### config.mk
export PLATFORM = sky130hd
export DESIGN_NAME = mgmt_phy_pll_sequencer
export DESIGN_NICKNAME = d
export VERILOG_FILES = /design/src/rtl/ltpi_pkg.sv /design/src/rtl/mgmt_phy_pll_timer.sv /design/src/rtl/mgmt_phy_pll_sequencer.sv
export SDC_FILE = /design/constraint.sdc
export NUM_CORES = 1
export LEC_CHECK = 0
export ABC_AREA = 1
export ABC_CLOCK_PERIOD_IN_PS = 4600
export CAP_MARGIN = 20
export CORE_MARGIN = 5
export CORE_UTILIZATION = 41
export CTS_CLUSTER_SIZE = 16
export DETAILED_ROUTE_END_ITERATION = 6
export MAX_ROUTING_LAYER = met4
export SLEW_MARGIN = 10
export SYNTH_ARGS = -nofsm -noshare
export SYNTH_HDL_FRONTEND = slang
export SYNTH_HIERARCHICAL = 1
export SYNTH_SLANG_ARGS = --single-unit
### constraint.sdc
create_clock -name clk -period 4.6 [get_ports clk]
set_input_delay 0.92 -clock clk [delete_from_list [all_inputs] [get_ports clk]]
set_output_delay 0.92 -clock clk [all_outputs]
set_load 0.01 [all_outputs]
### src/rtl/ltpi_pkg.sv
// rtl/ltpi_pkg.sv - shared LTPI link types, timer constants and PLL sequencer state encoding
package ltpi_pkg;

  // Link speed multipliers relative to the base LTPI link rate
  typedef enum logic [3:0] {
    LINK_SPEED_1X  = 4'd0,
    LINK_SPEED_2X  = 4'd1,
    LINK_SPEED_3X  = 4'd2,
    LINK_SPEED_4X  = 4'd3,
    LINK_SPEED_6X  = 4'd4,
    LINK_SPEED_8X  = 4'd5,
    LINK_SPEED_10X = 4'd6,
    LINK_SPEED_12X = 4'd7,
    LINK_SPEED_16X = 4'd8
  } link_speed_t;

  // Speed used for training and for recovery after link loss or PLL failure
  localparam link_speed_t LINK_SPEED_BASE = LINK_SPEED_1X;

  // 1 ms expressed in 60 MHz management clock cycles
  localparam int TIMER_1MS_60MHZ = 60000;

  // Widths of the PLL sequencer timers
  localparam int PLL_LOCK_TIMER_W   = 17;
  localparam int PLL_SETTLE_TIMER_W = 8;

  // PLL reconfiguration sequencer states, visible through CSR
  typedef enum logic [2:0] {
    SEQ_IDLE     = 3'd0,
    SEQ_RESET    = 3'd1,
    SEQ_CFG      = 3'd2,
    SEQ_LOCK     = 3'd3,
    SEQ_SETTLE   = 3'd4,
    SEQ_DONE     = 3'd5,
    SEQ_WAIT_LOW = 3'd6
  } pll_seq_state_t;

  // True when the given speed is something other than the base rate
  function automatic logic is_operational_speed(input link_speed_t speed);
    return speed != LINK_SPEED_BASE;
  endfunction

endpackage

### src/rtl/mgmt_phy_pll_timer.sv
// rtl/mgmt_phy_pll_timer.sv - loadable saturating up-counter for the PLL sequencer
module mgmt_phy_pll_timer #(
  parameter int WIDTH = 8
) (
  input  logic             clk,
  input  logic             reset_n,
  input  logic             load,
  input  logic [WIDTH-1:0] load_value,
  input  logic             inc,
  output logic [WIDTH-1:0] count
);

  localparam logic [WIDTH-1:0] COUNT_MAX = '1;

  // Load wins over increment; the count sticks at all-ones instead of wrapping
  always_ff @(posedge clk or negedge reset_n) begin
    if (!reset_n) begin
      count <= '0;
    end else if (load) begin
      count <= load_value;
    end else if (inc && (count != COUNT_MAX)) begin
      count <= count + 1'b1;
    end
  end

endmodule

### src/rtl/mgmt_phy_pll_sequencer.sv
// rtl/mgmt_phy_pll_sequencer.sv - PLL reconfiguration sequencer for the LTPI management PHY
module mgmt_phy_pll_sequencer
  import ltpi_pkg::*;
#(
  parameter int RESET_HOLD_CYC   = 16,
  parameter int LOCK_TIMEOUT_CYC = TIMER_1MS_60MHZ,
  parameter int SETTLE_CYC       = 64,
  parameter int MAX_RETRY        = 3
) (
  input  logic           clk,
  input  logic           reset_n,
  input  logic           pll_reconfig,
  input  link_speed_t    operational_speed,
  input  logic           pll_locked,
  input  logic           cfg_ack,
  output logic           cfg_req,
  output link_speed_t    cfg_speed,
  output logic           pll_areset,
  output logic           pll_configuration_done,
  output logic           change_freq_st,
  output logic           pll_error,
  output logic [1:0]     retry_cnt,
  output pll_seq_state_t seq_state
);

  localparam logic [PLL_LOCK_TIMER_W-1:0]   RESET_LAST  = PLL_LOCK_TIMER_W'(RESET_HOLD_CYC - 1);
  localparam logic [PLL_LOCK_TIMER_W-1:0]   LOCK_LAST   = PLL_LOCK_TIMER_W'(LOCK_TIMEOUT_CYC - 1);
  localparam logic [PLL_SETTLE_TIMER_W-1:0] SETTLE_LAST = PLL_SETTLE_TIMER_W'(SETTLE_CYC - 1);
  localparam logic [2:0]                    RETRY_LIMIT = 3'(MAX_RETRY);

  pll_seq_state_t                state, state_nxt;
  link_speed_t                   target_nxt;
  logic                          cfg_req_nxt;
  logic                          areset_nxt;
  logic                          done_nxt;
  logic                          chg_nxt;
  logic                          err_nxt;
  logic [1:0]                    retry_nxt;
  logic [2:0]                    retry_sum;
  // Set once a configuration completes; cleared by reset and by exhausted retries
  logic                          speed_change;
  logic                          speed_change_nxt;

  logic                          lock_load, lock_inc;
  logic                          settle_load, settle_inc;
  logic [PLL_LOCK_TIMER_W-1:0]   lock_cnt;
  logic [PLL_SETTLE_TIMER_W-1:0] settle_cnt;

  assign seq_state = state;

  // Lock timer also measures the reset hold, since both phases never overlap
  mgmt_phy_pll_timer #(.WIDTH(PLL_LOCK_TIMER_W)) u_lock_timer (
    .clk        (clk),
    .reset_n    (reset_n),
    .load       (lock_load),
    .load_value ('0),
    .inc        (lock_inc),
    .count      (lock_cnt)
  );

  mgmt_phy_pll_timer #(.WIDTH(PLL_SETTLE_TIMER_W)) u_settle_timer (
    .clk        (clk),
    .reset_n    (reset_n),
    .load       (settle_load),
    .load_value ('0),
    .inc        (settle_inc),
    .count      (settle_cnt)
  );

  // Next state and next values of every registered output
  always_comb begin
    state_nxt        = state;
    target_nxt       = cfg_speed;
    cfg_req_nxt      = 1'b0;
    areset_nxt       = pll_areset;
    done_nxt         = 1'b0;
    chg_nxt          = change_freq_st;
    err_nxt          = pll_error;
    retry_nxt        = retry_cnt;
    speed_change_nxt = speed_change;
    lock_load        = 1'b0;
    lock_inc         = 1'b0;
    settle_load      = 1'b0;
    settle_inc       = 1'b0;
    retry_sum        = {1'b0, retry_cnt} + 3'd1;

    case (state)
      SEQ_IDLE: begin
        areset_nxt = 1'b0;
        if (pll_reconfig) begin
          // Only step up to operational speed from a known-good base configuration
          target_nxt = (!change_freq_st && speed_change) ? operational_speed : LINK_SPEED_BASE;
          areset_nxt = 1'b1;
          lock_load  = 1'b1;
          state_nxt  = SEQ_RESET;
        end
      end

      SEQ_RESET: begin
        areset_nxt = 1'b1;
        if (lock_cnt >= RESET_LAST) begin
          cfg_req_nxt = 1'b1;
          state_nxt   = SEQ_CFG;
        end else begin
          lock_inc = 1'b1;
        end
      end

      SEQ_CFG: begin
        areset_nxt = 1'b1;
        if (cfg_ack) begin
          areset_nxt = 1'b0;
          lock_load  = 1'b1;
          state_nxt  = SEQ_LOCK;
        end else begin
          cfg_req_nxt = 1'b1;
        end
      end

      SEQ_LOCK: begin
        lock_inc = 1'b1;
        if (pll_locked) begin
          settle_load = 1'b1;
          state_nxt   = SEQ_SETTLE;
        end else if (lock_cnt >= LOCK_LAST) begin
          if (retry_sum < RETRY_LIMIT) begin
            retry_nxt  = retry_sum[1:0];
            areset_nxt = 1'b1;
            lock_load  = 1'b1;
            state_nxt  = SEQ_RESET;
          end else begin
            // Give up: flag it and make any still-pending request start over at base
            err_nxt          = 1'b1;
            target_nxt       = LINK_SPEED_BASE;
            chg_nxt          = 1'b0;
            retry_nxt        = 2'd0;
            speed_change_nxt = 1'b0;
            state_nxt        = SEQ_IDLE;
          end
        end
      end

      SEQ_SETTLE: begin
        // Lock timer keeps running so repeated glitches still end in a timeout
        lock_inc = 1'b1;
        if (!pll_locked) begin
          state_nxt = SEQ_LOCK;
        end else if (settle_cnt >= SETTLE_LAST) begin
          done_nxt         = 1'b1;
          chg_nxt          = is_operational_speed(cfg_speed);
          retry_nxt        = 2'd0;
          speed_change_nxt = 1'b1;
          state_nxt        = SEQ_DONE;
        end else begin
          settle_inc = 1'b1;
        end
      end

      SEQ_DONE: begin
        state_nxt = SEQ_WAIT_LOW;
      end

      SEQ_WAIT_LOW: begin
        if (!pll_reconfig) begin
          state_nxt = SEQ_IDLE;
        end
      end

      default: begin
        state_nxt = SEQ_IDLE;
      end
    endcase
  end

  // State and output registers; PLL reset is asserted while the block is in reset
  always_ff @(posedge clk or negedge reset_n) begin
    if (!reset_n) begin
      state                  <= SEQ_IDLE;
      cfg_req                <= 1'b0;
      cfg_speed              <= LINK_SPEED_BASE;
      pll_areset             <= 1'b1;
      pll_configuration_done <= 1'b0;
      change_freq_st         <= 1'b0;
      pll_error              <= 1'b0;
      retry_cnt              <= 2'd0;
      speed_change           <= 1'b0;
    end else begin
      state                  <= state_nxt;
      cfg_req                <= cfg_req_nxt;
      cfg_speed              <= target_nxt;
      pll_areset             <= areset_nxt;
      pll_configuration_done <= done_nxt;
      change_freq_st         <= chg_nxt;
      pll_error              <= err_nxt;
      retry_cnt              <= retry_nxt;
      speed_change           <= speed_change_nxt;
    end
  end

endmodule

==> results.sh, run 1 <==
export IMPL_antenna_found_initial=0
export IMPL_syn_cell_area_um2=3007
export IMPL_drive_above_1_share_pct=14.11
export IMPL_core_area_um2=7214
export IMPL_drtPass1Iterations=4
export IMPL_wl_per_cell_um=11.29
export IMPL_start_util_pct=41.68
export IMPL_ant_nets=0
export IMPL_htreeDepth=2
export IMPL_r2r_setup_slack_ns=1.95
export IMPL_ys_ff_latch=40
export IMPL_dieHeight_um=95.64
export IMPL_cp_cell_sequence="clkdlybuf4s50_1 > inv_1 > nand4_1 > nand3_1 > inv_2 > nand2_2 > inv_1 > nand2_1 > o211ai_1"
export IMPL_rows=31
export IMPL_die_area_um2=9146
export IMPL_final_max_slew_viol_count=0
export IMPL_diodes=0
export IMPL_hold_buffers=0
export IMPL_grt_pass1_wl_um=11560
export IMPL_io_pins=23
export IMPL_wirelength_um=6715
export IMPL_grt_use_total_pct=16.29
export IMPL_relSlewSlack_pct=37.17
export IMPL_clock_fmax_mhz=340.6
export IMPL_outcome="finished clean"
export IMPL_grt_overflow_total=0
export IMPL_grt_max_degree=41
export IMPL_worst_pin_slew_ns=0.9425
export IMPL_period_needed_ns=2.936
export IMPL_critical_path_most_common_cell="inv_1"
export IMPL_min_path_type="reg -> reg"
export IMPL_yosysWarnings=6
export IMPL_cts_tree="done"
export IMPL_numCtsBuffers=5
export IMPL_critPathTopFamily="buffers and inverters"
export IMPL_seq_area_frac_synth_pct=33.33
export IMPL_synth_distinct_cells=37
export IMPL_via_per_inst=4.630
export IMPL_portBuffers=22
export IMPL_finalSetupViolCount=0
export IMPL_nFillCells=766
export IMPL_grt_pass1_vias=2554
export IMPL_period_share_pct=63.83
export IMPL_clkLatencyLatePin_ns=0.29
export IMPL_layout_nets=507
export IMPL_drtIter0Drc=98
export IMPL_dpl_hpwl_um=5027
export IMPL_leakage_uw=0.001766
export IMPL_cts_sinks=40
export IMPL_post_cts_resized=0
export IMPL_endpoint_kind="flop"
export IMPL_crit_arrival_ns=3.14
export IMPL_ir_drop_v=0.0002460
export IMPL_crit_type="in -> reg"
export IMPL_drc=0
export IMPL_multi_input_area_um2=1778
export IMPL_cap_violations=0
export IMPL_vias=2755
export IMPL_hold_ws_ns=0.4631
export IMPL_cts_setup_buffers=0
export IMPL_clock_skew_final_ns=0.009099
export IMPL_clk_pin_slew_ns=0.08
export IMPL_path_buf_inv=4
export IMPL_syn_area_per_cell_um2=6.681
export IMPL_required_ns=4.80
export IMPL_cpPeakStageDelay_ns=0.54
export IMPL_synthToLayoutAreaGrowth_pct=16.10
export IMPL_cts_buffer_depth=2
export IMPL_regArea_um2=1002
export IMPL_worst_setup_path_start_kind="input port"
export IMPL_setup_tns_ns=0
export IMPL_die_width_um=95.64
export IMPL_crit_slowest_cell="clkdlybuf4s50_1"
export IMPL_critPathMaxFanout=16
export IMPL_hold_violations=0
export IMPL_power_density_nw_per_um2=616.3
export IMPL_synthCells=450
export IMPL_gp_congestion=0.8574
export IMPL_rsz0062_at_grt="no"
export IMPL_root_buffer="clkbuf_8"
[state kept, by name, summed over array words and instances (netlist names)]
| register | flops |
|---|---|
| pll_configuration_done | 1 |
| u_settle_timer/count | 8 |
| pll_error | 1 |
| speed_change | 1 |
| cfg_speed | 4 |
| u_lock_timer/count | 17 |
| seq_state | 3 |
| pll_areset | 1 |
| change_freq_st | 1 |
| retry_cnt | 2 |
| cfg_req | 1 |
[placed cells by master, fill, tap and decap left out, types with 2 or more instances in the layout]
cell type / n
nand2_1: 151
inv_1: 49
nand3_1: 43
nor2_1: 41
dfrtp_1: 39
conb_1: 25
clkdlybuf4s50_1: 21
nor2_2: 13
inv_2: 12
nand2_2: 12
nand4_1: 11
o21ai_0: 10
nand3_2: 9
clkbuf_8: 7
o21ai_1: 6
nor2_4: 5
a21oi_1: 4
nand2_4: 3
nand3b_1: 3
o211ai_1: 3
xnor2_1: 3
ha_1: 3
clkinv_1: 2
o21ai_2: 2
nor3_1: 2
a31oi_1: 2
xor2_1: 2
o21bai_1: 2
[cell type report]
cell class              count  area share, %
repair buffers             22          6.165
inverters                  64          7.025
multi-input cells         362          50.93
well taps                  99          3.548
clock inverters             1         0.8602
flip-flops and latches     40          28.71
clock buffers               7          2.760
[cell families (layout without fill, tap and decap cells)]
group / Yosys count / in the layout / share of synthesized area (%)
xor+xnor: 5 / 5 / 1.457
buf+inv: 72 / 94 / 10.53
simple gates: 297 / 297 / 46.86
compound gates: 32 / 32 / 6.450
flops: 40 / 40 / 33.33
other cells: 1 / 25 / 0.1247
fa+ha+maj: 3 / 3 / 1.249
[per-layer routing]
layer | global-route usage (%) | wire [µm]
met5 | - | 0
met4 | 3.199 | 33
met3 | 2.447 | 196
met2 | 28.31 | 3264
met1 | 20.11 | 3220
[report_power, final]
group          switching (µW)  total (µW)  leakage, µW  internal [µW]
combinational             670        1110      0.00120            436
sequential                218         729     0.000503            512
clock                     125         317    0.0000645            192
total                    1010        2150      0.00177           1140
[final timing paths]
path                                       start                      end  depth (start not counted)
setup / recovery                      pll_locked    u_lock_timer/count[2]                          9
hold / removal                        pll_areset               pll_areset                          2
setup reg to reg           u_lock_timer/count[8]    u_lock_timer/count[2]                         13
hold reg to reg                       pll_areset               pll_areset                          2
max in group asynchronous                reset_n    u_lock_timer/count[6]                          1
min in group asynchronous                reset_n  u_settle_timer/count[5]                          1
[worst register-to-register path: cells and delay by family, from the launching register on]
| kind | cells | cell delay, ns |
|---|---|---|
| AO/OA/AOI/OAI | 1 | 0.09 |
| flip-flops | 1 | 0.45 |
| AND/OR/NAND/NOR | 9 | 1.46 |
| buffers and inverters | 3 | 0.58 |
[stage by stage]
step	worst slack, ns	cell area [µm²]	cells	util, %	power [µW]
global placement	1.433	3364	587	46.64	1836
detailed placement	1.393	3364	587	46.64	1843
floorplan	2.667	3097	474	-	1568
global route	1.485	3491	595	48.39	2372
finish	1.664	3491	595	48.39	2151
CTS	1.686	3491	595	48.39	2170
[synthesized netlist by cell type]
master / n / share of area [%]
o21bai_1: 2 / 0.50
a31oi_1: 2 / 0.42
nand3_1: 43 / 7.2
nor2_1: 41 / 5.1
o41ai_1: 1 / 0.29
a31o_2: 1 / 0.29
buf_2: 3 / 0.50
nand2_4: 3 / 1.1
xor2_1: 2 / 0.58
conb_1: 1 / 0.12
a21oi_1: 4 / 0.67
clkinv_1: 2 / 0.25
clkinv_4: 1 / 0.29
ha_1: 3 / 1.2
buf_6: 5 / 1.9
nor2_4: 5 / 1.9
o21ai_2: 2 / 0.58
nor3_1: 2 / 0.33
dfrtp_1: 39 / 32
dfstp_2: 1 / 0.87
nand2_2: 12 / 2.5
xnor2_1: 3 / 0.87
nor3_2: 1 / 0.33
inv_2: 12 / 1.5
or2_1: 1 / 0.21
inv_1: 49 / 6.1
o21ai_0: 10 / 1.7
o211ai_1: 3 / 0.75
nand3_2: 9 / 3.0
nand4_1: 11 / 2.3
o21ai_1: 6 / 1.0
nand4_2: 1 / 0.42
nor2b_1: 1 / 0.21
nand3b_1: 3 / 0.75
o221ai_1: 1 / 0.29
nand2_1: 151 / 19
nor2_2: 13 / 2.7
Note: power is estimated with default switching activity, not from simulation.
==> run 2: changes to the inputs <==
--- a/config.mk
+++ b/config.mk
@@ -6,7 +6,7 @@
 export NUM_CORES = 1
 export LEC_CHECK = 0
 export ABC_AREA = 1
-export ABC_CLOCK_PERIOD_IN_PS = 4600
+export ABC_CLOCK_PERIOD_IN_PS = 2500
 export CAP_MARGIN = 20
 export CORE_MARGIN = 5
 export CORE_UTILIZATION = 41
==> constraint.sdc (replaced) <==
create_clock -name clk -period 2.5 [get_ports clk]
set_input_delay 0.5 -clock clk [delete_from_list [all_inputs] [get_ports clk]]
set_output_delay 0.5 -clock clk [all_outputs]
set_load 0.01 [all_outputs]
==> run 2 against run 1 <==
Compared with the run above: combinational power is 85% higher; critical path depth grew 5; cell area rose by 0.14%; clock-buffer cell count shrank 1; global-route usage grew 0.72 points; first-iteration DRC count fell by 4.1%; final cell count rose by 0.50%; die area is the same; flip-flop and latch count unchanged; sequential power rose by 85%; routed wire length rose by 0.73%.
==> results.sh, run 2 (same netlist as run 1, synthesis figures left out) <==
export IMPL_outcome="finished clean"
export IMPL_min_path_type="in -> async"
export IMPL_final_setup_worst_slack_ns=0.2217
export IMPL_grt_use_total_pct=17.01
export IMPL_leakage_uw=0.001771
export IMPL_critPathTopFamily="simple AND/OR/NAND/NOR gates"
export IMPL_vias=2759
export IMPL_dpl_hpwl_um=5199
export IMPL_htreeDepth=2
export IMPL_grt_max_degree=23
export IMPL_core_area_um2=7214
export IMPL_dp_slack_ns=0.1686
export IMPL_top_layer="met4"
export IMPL_final_common_cell="nand2_1"
export IMPL_final_cell_mix="nand2_1 (151), inv_1 (49), nand3_1 (43)"
export IMPL_drc=0
export IMPL_grt_pass1_wl_um=11910
export IMPL_numCtsBuffers=5
export IMPL_portBuffers=22
export IMPL_r2r_setup_slack_ns=0.22
export IMPL_clock_fmax_mhz=438.9
export IMPL_grt_pass1_vias=2602
export IMPL_setup_tns_ns=0
export IMPL_wirelength_um=6764
export IMPL_cts_buffer_depth=2
export IMPL_drtIter0Drc=94
export IMPL_required_ns=2.71
export IMPL_period_share_pct=91.13
export IMPL_final_max_slew_viol_count=0
export IMPL_wl_met2_um=3390
export IMPL_crit_type="reg -> reg"
export IMPL_synthToLayoutAreaGrowth_pct=16.27
export IMPL_ant_nets=0
export IMPL_r2r_end="u_lock_timer/count[0]"
export IMPL_routed_wl_met3_um=227
export IMPL_drive_above_1_share_pct=14.63
export IMPL_crit_slowest_cell="dfrtp_1"
export IMPL_hold_violations=0
export IMPL_wl_per_cell_um=11.31
export IMPL_clock_skew_final_ns=0.01096
export IMPL_multi_input_area_um2=1778
export IMPL_clkLatencyLatePin_ns=0.29
export IMPL_cts_sinks=40
export IMPL_endpoint_kind="flop"
export IMPL_cpPeakStageDelay_ns=0.44
export IMPL_clk_pin_slew_ns=0.08
export IMPL_cts_setup_buffers=0
export IMPL_cap_violations=0
export IMPL_cts_tree="done"
export IMPL_root_buffer="clkbuf_8"
export IMPL_largest_reg_flops=17
export IMPL_worst_setup_path_start_kind="flop"
export IMPL_critPathMaxFanout=13
export IMPL_io_pins=23
export IMPL_timing_rr_start="u_lock_timer/count[1]"
export IMPL_nFillCells=771
export IMPL_regArea_um2=1003
export IMPL_antenna_found_initial=0
export IMPL_hold_ws_ns=0.1500
export IMPL_crit_arrival_ns=2.49
export IMPL_largest_registers="u_lock_timer/count: 17 flops, u_settle_timer/count: 8 flops, cfg_speed: 4 flops"
export IMPL_period_needed_ns=2.278
export IMPL_post_cts_resized=0
export IMPL_rows=31
export IMPL_start_util_pct=41.68
export IMPL_gp_congestion=0.8093
export IMPL_rsz0062_at_grt="no"
export IMPL_place_area_um2=3387
export IMPL_diodes=0
export IMPL_design_area_um2=3496
export IMPL_cp_cell_sequence="ha_1 > nand3_2 > inv_2 > nand2_2 > inv_2 > nand3_2 > nor3_2 > ha_1 > inv_1 > nand2_1 > nand2_2 > inv_1 > nand2_1 > o211ai_1"
export IMPL_finalSetupViolCount=0
export IMPL_via_per_inst=4.614
export IMPL_hold_buffers=0
export IMPL_grt_overflow_total=0
export IMPL_path_buf_inv=4
export IMPL_power_density_nw_per_um2=1122
export IMPL_dieHeight_um=95.64
export IMPL_layout_nets=510
export IMPL_wl_met1_um=3113
export IMPL_die_width_um=95.64
export IMPL_reg2reg_depth=14
export IMPL_die_area_um2=9146
export IMPL_ir_drop_v=0.0005002
export IMPL_drtPass1Iterations=4
export IMPL_top_register="u_lock_timer/count"
-- run 2: area by class of cell --
class                           count  area share (%)
Sequential cell                    40           28.70
Timing Repair Buffer               25           6.800
Tap cell                           99           3.543
Clock buffer                        6           2.076
Clock inverter                      2           1.002
Inverter                           64           7.015
Multi-Input combinational cell    362           50.86
-- run 2: how the worst max path moves through the flow --
stage,startpoint,cells after the start,endpoint
finish,u_lock_timer/count[1],14,u_lock_timer/count[0]
global route,u_lock_timer/count[1],14,u_lock_timer/count[2]
CTS,u_lock_timer/count[0],14,u_lock_timer/count[0]
detailed placement,u_lock_timer/count[0],14,u_lock_timer/count[2]
global placement,u_lock_timer/count[0],14,u_lock_timer/count[2]
floorplan,u_lock_timer/count[0],15,u_lock_timer/count[14]
-- run 2: metal layers --
layer	track usage [%]	vias up
met4	3.199	0
met5	-	-
met2	28.84	31
met3	3.078	2
li1	-	1489
met1	21.36	1237
-- run 2: worst reg2reg max path: stages (launching register included) --
cell      delay [ns]
dfrtp_1         0.44
ha_1            0.23
nand3_2         0.14
inv_2           0.09
nand2_2         0.07
inv_2           0.09
nand3_2         0.08
nor3_2          0.15
ha_1            0.17
inv_1           0.03
nand2_1         0.15
nand2_2         0.20
inv_1           0.19
nand2_1         0.07
o211ai_1        0.08
-- run 2: power by group --
| group | internal [µW] | total (µW) | switching, µW |
|---|---|---|---|
| Combinational | 816 | 2050 | 1230 |
| Clock | 297 | 530 | 234 |
| Sequential | 943 | 1350 | 404 |
| Total | 2060 | 3920 | 1870 |
-- run 2: metrics by stage --
stage | power (µW) | instances | utilization, %
6_report | 3923 | 598 | 48.46
5_1_grt | 4336 | 598 | 48.46
4_1_cts | 3966 | 598 | 48.44
3_5_place_dp | 3422 | 590 | 46.95
3_3_place_gp | 3396 | 590 | 46.95
2_1_floorplan | 2885 | 474 | -
